### config.mk
export PLATFORM = sky130hd
export DESIGN_NAME = regfile_wb_queue
export DESIGN_NICKNAME = d
export VERILOG_FILES = /design/src/rtl/regfile_wb_queue.sv
export SDC_FILE = /design/constraint.sdc
export NUM_CORES = 1
export LEC_CHECK = 0
export BUFFER_PORTS_ARGS = -buffer_cell sky130_fd_sc_hd__buf_2
export CAP_MARGIN = 0
export CORE_AREA = 4 4 156 158
export CTS_BUF_LIST = sky130_fd_sc_hd__clkbuf_8
export CTS_CLUSTER_SIZE = 40
export DETAILED_ROUTE_END_ITERATION = 10
export DIE_AREA = 0 0 160 162
export GPL_ROUTABILITY_DRIVEN = 0
export SETUP_SLACK_MARGIN = 0.3
export SLEW_MARGIN = 5
export SYNTH_ARGS = -nofsm -noshare
export SYNTH_HDL_FRONTEND = slang
export SYNTH_SLANG_ARGS = --single-unit
### constraint.sdc
create_clock -name clock -period 6.53 [get_ports clock]
set_clock_uncertainty 0.15 [all_clocks]
set_input_delay 0.3265 -clock clock [delete_from_list [all_inputs] [get_ports clock]]
set_output_delay 0.3265 -clock clock [all_outputs]
set_load 0.005 [all_outputs]
### src/rtl/regfile_wb_queue.sv
// regfile_wb_queue
// Write-back buffer in front of the 32x32 register file's single write port.
// Register writes enter through a valid/ready handshake, wait in an in-order
// FIFO, and drain one per cycle onto the regfile write port. A combinational
// lookup lets readers see pending values that have not been written yet.
//
// Ports:
//   clock, ctrl_reset                  clock and synchronous active-high reset
//   in_valid/in_ready/in_reg/in_data   producer handshake and write payload
//   drain_hold                         freezes the head entry when high
//   ctrl_writeEn/ctrl_writeReg/
//   data_writeReg                      regfile write port (head entry)
//   lookup_reg/lookup_hit/lookup_data  forwarding query (youngest match)
//   count                              current occupancy, 0..DEPTH
module regfile_wb_queue #(
  parameter int unsigned DEPTH = 4,
  parameter int unsigned PTR_W = 2
) (
  input  logic             clock,
  input  logic             ctrl_reset,
  input  logic             in_valid,
  output logic             in_ready,
  input  logic [4:0]       in_reg,
  input  logic [31:0]      in_data,
  input  logic             drain_hold,
  output logic             ctrl_writeEn,
  output logic [4:0]       ctrl_writeReg,
  output logic [31:0]      data_writeReg,
  input  logic [4:0]       lookup_reg,
  output logic             lookup_hit,
  output logic [31:0]      lookup_data,
  output logic [PTR_W:0]   count
);

  localparam logic [PTR_W:0] DepthCnt = (PTR_W + 1)'(DEPTH);

  logic [4:0]       entryReg_q  [DEPTH];
  logic [31:0]      entryData_q [DEPTH];
  logic [DEPTH-1:0] entryValid_q;
  logic [PTR_W-1:0] rdPtr_q, wrPtr_q;
  logic [PTR_W:0]   count_q, count_d;

  logic             doStore;
  logic             doPop;
  logic             notEmpty;
  logic [PTR_W-1:0] scanIdx;

  assign notEmpty = (count_q != '0);
  assign in_ready = (count_q < DepthCnt);
  assign count    = count_q;

  // Register 0 completes the handshake but is dropped: it is hardwired zero.
  assign doStore = in_valid & in_ready & (in_reg != 5'd0);
  // Reset gates the write port so pending entries never reach the regfile.
  assign doPop   = notEmpty & ~drain_hold & ~ctrl_reset;

  always_comb begin
    count_d = count_q;
    unique case ({doStore, doPop})
      2'b10:   count_d = count_q + 1'b1;
      2'b01:   count_d = count_q - 1'b1;
      default: count_d = count_q;
    endcase
  end

  always_comb begin
    ctrl_writeEn  = doPop;
    ctrl_writeReg = 5'd0;
    data_writeReg = 32'd0;
    if (notEmpty && !ctrl_reset) begin
      ctrl_writeReg = entryReg_q[rdPtr_q];
      data_writeReg = entryData_q[rdPtr_q];
    end
  end

  // Walk from oldest to youngest so the last match seen is the youngest one.
  // Only pending entries carry a valid bit, so the head being issued still hits.
  always_comb begin
    lookup_hit  = 1'b0;
    lookup_data = 32'd0;
    scanIdx     = rdPtr_q;
    if (lookup_reg != 5'd0 && !ctrl_reset) begin
      for (int unsigned i = 0; i < DEPTH; i++) begin
        scanIdx = rdPtr_q + PTR_W'(i);
        if (entryValid_q[scanIdx] && entryReg_q[scanIdx] == lookup_reg) begin
          lookup_hit  = 1'b1;
          lookup_data = entryData_q[scanIdx];
        end
      end
    end
  end

  always_ff @(posedge clock) begin
    if (ctrl_reset) begin
      rdPtr_q      <= '0;
      wrPtr_q      <= '0;
      count_q      <= '0;
      entryValid_q <= '0;
    end else begin
      // Pop and store never hit the same slot: store needs not-full and pop
      // needs not-empty, so rdPtr_q != wrPtr_q whenever both fire.
      if (doPop) begin
        entryValid_q[rdPtr_q] <= 1'b0;
        rdPtr_q               <= rdPtr_q + 1'b1;
      end
      if (doStore) begin
        entryValid_q[wrPtr_q] <= 1'b1;
        wrPtr_q               <= wrPtr_q + 1'b1;
      end
      count_q <= count_d;
    end
  end

  // Payload storage needs no reset; validity is tracked separately.
  always_ff @(posedge clock) begin
    if (doStore && !ctrl_reset) begin
      entryReg_q[wrPtr_q]  <= in_reg;
      entryData_q[wrPtr_q] <= in_data;
    end
  end

endmodule

Word-level counts from Yosys, hierarchy flattened
Memories as Yosys holds them, arrays and structs flattened. A register that Yosys moved wholly into a read port is not among the register bits.
Cells that the tools add are included.
{ "op_classes": {"reduce_logical": 14, "n_eq_ne": 6, "addsub": 6, "order_cmp": 8, "muxes": 34, "n_bitwise": 9} }
{ "op_table": {"columns": ["op", "n"], "rows": [
  ["2-to-1 mux 32 bit", 6],
  ["equality test 5 bit", 4],
  ["less-than comparator 2 x 3 -> 1 bit, second input constant", 5],
  ["2-to-1 mux 1 bit", 13],
  ["2-to-1 mux 4 bit", 3],
  ["nonzero test 5 bit", 2],
  ["logical AND 1 bit", 9],
  ["binary-select mux 1 bit (select 2 bit)", 4],
  ["2-to-1 mux 2 bit", 4],
  ["one-hot mux 3 bit (2 select lines)", 1],
  ["2-to-1 mux 5 bit", 1],
  ["adder 2 x 1 -> 2 bit, second input constant", 2],
  ["adder 2 bit, second input constant", 2],
  ["AND 1 bit", 4],
  ["AND 4 bit", 1],
  ["demux 1 bit (select 2 bit)", 2],
  ["greater-or-equal comparator 2 x 1 -> 1 bit, second input constant", 2],
  ["inverter 4 bit", 1],
  ["OR 4 bit", 1],
  ["adder 3 x 1 -> 3 bit, second input constant", 1],
  ["less-than comparator 3 bit, second input constant", 1],
  ["nonzero test 3 bit", 1],
  ["subtractor 3 x 1 -> 3 bit, second input constant", 1],
  ["equality test 2 x 1 -> 1 bit, second input constant", 1],
  ["other kinds (4)", 5]
]} }
{ "word_totals": {"elab_cells": 83, "in_bits": 46, "ram_bits": 148, "mem_count": 2, "out_inout_bits": 75, "ff_bits": 11} }
{ "mem_list": {"columns": ["memory", "words", "width", "rd", "rd_clocked_by_memory_dff", "wr", "line_no", "text"], "rows": [
  ["entryData_q", 4, 32, 4, 1, 1, "38", "logic [31:0] entryData_q [DEPTH];"],
  ["entryReg_q", 4, 5, 4, 1, 1, "37", "logic [4:0] entryReg_q [DEPTH];"]
]} }

Logic depth before layout (Yosys ltp)
{ "logic_depth": {"depth_word": 10, "mapped_depth": 15, "mapped_depth_nobuf": 9} }

Worst setup path before layout
Ideal clock, no wire load.
{ "synth_timing": {"path_type": "flip-flop to output port", "from": "register rdPtr_q[0]", "to": "output lookup_data[10]", "required_time_ps": 6053, "stages_incl_launch_ff": 14, "path_buffers": 6, "arrival_time_ps": 3445, "setup_slack_ps": 2609, "path_cell_list": "dfxtp_1 -> buf_6 -> buf_2 -> buf_2 -> buf_2 -> inv_1 -> ha_1 -> clkbuf_1 -> or3_1 -> a22oi_1 -> buf_2 -> mux2_2 -> a21oi_1 -> a21oi_1"} }
{ "synth_between": {"elab_chain_len": 8, "elab_cells_between_ends": 25, "cone_classes": "3 x add/sub; 3 x eq/ne; 13 x mux; 4 x reduce/logical; 2 x memory"} }
{ "synth_rtl": {"columns": ["element", "line_no", "text"], "rows": [
  ["from (decl)", "40", "logic [PTR_W-1:0] rdPtr_q, wrPtr_q;"],
  ["from (signal assigned)", "104", "rdPtr_q <= rdPtr_q + 1'b1;"],
  ["adder 2 x 1 -> 2 bit / binary-select mux 1 bit (select 2 bit) (equally long branches)", "84, 85", null],
  ["memory (4 x 5 bit) (tied with other cells)", null, null],
  ["equality test 5 bit (tied with other cells)", "85", "if (entryValid_q[scanIdx] && entryReg_q[scanIdx] == lookup_reg) begin"],
  ["logical AND 1 bit / 2-to-1 mux 32 bit (equally long branches)", "85", null],
  ["2-to-1 mux 32 bit (2 in a row)", "85", null],
  ["2-to-1 mux 32 bit (*)", "85", null],
  ["2-to-1 mux 32 bit (*)", "82", "if (lookup_reg != 5'd0 && !ctrl_reset) begin"],
  ["to (decl)", "31", "output logic [31:0] lookup_data,"]
]} }
Mark *: on every way between the ends. The rest lies on a longest branch, timed or not. The select of a mux whose other input is x is not followed.

Worst setup path after layout
{ "layout_timing": {"from": "register rdPtr_q[1]", "to": "output lookup_data[7]"} }
Same word-level chain as after synthesis.

==> results.yml <==
sta:
  slew_violations: 0
  hold_violations: 0
  setup_ws_ns: 1.97
  slew_headroom: 0.208
  finalSetupTns_ns: 0
  fmax_mhz: 219
  min_period_ns: 4.56
  grt_setup_unrepaired: "false"
  finalCritPeriodShare: 0.699
  setup_viol: 0
  tightest_slew_ns: 1.18
final_layout:
  instances_no_fill: 1250
  antennaDiodeCount: 0
  syn2layout_area_growth_pct: 15.5
  multi_input_area_um2: 5150
  design_area_um2: 11800
  final_nets: 1003
  fillers: 2070
  register_area_um2: 4710
  drive_above_1_share: 0.326
  utilization: 0.508
global_routing:
  grt_pass1_vias: 7286
  grt_pass1_wl_um: 40600
  grt_start_max_net_pins: 89
  overflow: 0
  antenna_found_initial: 0
  grtUsageTotal: 0.202
detailed_routing:
  ant_nets: 0
  dr_total_vias: 7266
  vias_per_cell: 5.81
  dr.pass1.iters: 5
  drt_iter0_drc: 449
  avgRoutedWirePerCell_um: 20.9
  wl_um: 26100
  drc_errors: 0
floorplan:
  design.die.area_um2: 25900
  die_y_um: 162
  rows: 56
  initial_utilization: 0.440
  core_um2: 23100
  num_io_pins: 121
  die_w_um: 160
critical_path:
  ff2ff_path_depth: 8
  cp_max_fo: 41
  rr_endpoint: "count[2]$_SDFFE_PP0P_"
  reg2reg_slack_ns: 3.55
  timing.rr.start: "count[0]$_SDFFE_PP0P_"
  cp.arrival_ns: 4.09
  required_ns: 6.05
  end_kind: "output pin"
  crit_type: "flop to output pin"
  startpoint_type: "flop"
placed_design:
  hpwlAfterDp_um: 16900
  dpl_worst_slack_ns: 2.43
  place_area_um2: 11000
  io_buffers: 120
  placedCellCount: 1181
clock_tree:
  post_cts_buffers: 0
  numCtsBuffers: 17
  htreeDepth: 4
  cts_hold_buf: 37
  ctsRootBufferMaster: "clkbuf_8"
  clk_latency_ns: 0.45
  cts-resized-gates: 0
  clock_path_buffers: 2
  cts_tree: "done"
  numClockSinks: 161
  clkTransAtPathRegs_ns: 0.10
logic_synthesis:
  synth.most_common_cell: "edfxtp_1"
  synth.top_cell.area_share: 0.437
  synth-edff-count: 148
  ys_async_sr_fraction: 0
  syn_area_per_cell_um2: 12.4
  ys_top_cells_by_count: "148 x edfxtp_1, 89 x a21oi_1, 72 x mux4_2"
  synth_warnings: 0
  ys_types: 45
  syn_inst: 824
  synth_top_area_cell: "edfxtp_1"
  synth_fp_nets: 880
  synth_seq_cells: 161
  ys_seq_area_frac: 0.462
  syn-cell-area_um2: 10200
  synth.area.top_cells: "edfxtp_1 44%, mux4_2 16%, mux2_2 6.0%"
  synth_ff_type: "edfxtp_1"
power:
  p_leak_uw: 0.00394
  peakVddDrop_mv: 0.162
  powerDensity_nw_per_um2: 234
flow_run:
  drv_cap: 0
worst_hold_path:
  hold_end: "entryValid_q[2]$_SDFF_PP0_"
  hold_path_class: "input port to flop"
  hp-start: "ctrl_reset"
  hold_path_depth: 2
outcome:
  status: "finished clean"
[worst max-delay path: stages (launching register included)]
cell and delay [ns]:
dfxtp_2 0.33, buf_4 0.55, mux4_2 0.41, xor2_1 0.15
a31o_2 0.21, or4_4 0.78, o21a_1 0.43, buf_4 0.32
a21oi_1 0.17, a21oi_1 0.09, buf_2 0.17
[cells by family (layout without fill, tap and decap cells)]
family / count (synthesis) / in the layout / share of synthesized area
AND/OR/NAND/NOR: 185 / 185 / 0.0923
AO/OA/AOI/OAI: 183 / 183 / 0.0997
multiplexers: 181 / 181 / 0.276
flip-flops: 161 / 161 / 0.462
buffers and inverters: 78 / 214 / 0.0350
XOR/XNOR: 26 / 26 / 0.0224
adder cells (fa/ha/maj): 10 / 10 / 0.0130
[metal layers]
layer  track usage  wire [µm]  vias to the layer above
li1              -          -                     3393
met1         0.270      11300                     3627
met2         0.341      12800                      216
met3        0.0335       1470                       30
met4        0.0594        464                        0
met5             0          0                        -
[cell usage in the layout, fill, tap and decap left out, drive strengths merged, types with 13 or more instances in the layout]
cell type    Yosys  layout
a21oi           91      91
and2            42      42
buf             27     135
clkbuf          41      17
dfxtp           13      13
dlygate4sd3      0      37
edfxtp         148     148
inv             10      16
mux2            61      61
mux2i           47      47
mux4            73      73
nand2           40      40
nor2            49      49
nor2b           32      32
o21ai           61      61
xnor2           13      13
xor2            13      13
[how the worst max path moves through the flow]
stage | start | to | cells after the start
6_report | rdPtr_q[1]$_SDFFE_PP0N_ | lookup_data[7] | 10
5_1_grt | rdPtr_q[1]$_SDFFE_PP0N_ | lookup_data[7] | 10
4_1_cts | rdPtr_q[1]$_SDFFE_PP0N_ | lookup_data[7] | 10
3_5_place_dp | rdPtr_q[1]$_SDFFE_PP0N_ | lookup_data[7] | 10
3_3_place_gp | rdPtr_q[1]$_SDFFE_PP0N_ | lookup_data[4] | 10
2_1_floorplan | rdPtr_q[0]$_SDFFE_PP0N_ | lookup_data[10] | 13
[layout make-up]
class	count	area share
multi-input combinational	585	0.438
sequential	161	0.401
timing repair buffer	172	0.0922
tap	290	0.0309
clock buffer	17	0.0199
clock inverter	15	0.0150
inverter	10	0.00319
[metrics by stage]
| step | total power [µW] | hold WS [ns] |
|---|---|---|
| floorplan | 1820 | 0.275 |
| finish | 2760 | 0.102 |
| global placement | 2020 | 0.345 |
| detailed placement | 2030 | 0.348 |
| global route | 2920 | 0.0973 |
| CTS | 2780 | 0.0794 |
[where the power goes]
part / internal, µW / switching, µW / total, µW
sequential: 1180 / 49.2 / 1230
combinational: 378 / 411 / 789
clock: 322 / 419 / 741
[registers in the layout (all words and copies together), names as in the netlist, named ones only]
register      count
rdPtr_q           2
entryValid_q      4
entryData_q     128
count             3
wrPtr_q           2
entryReg_q       20
Power figures use the tool's default switching activity.
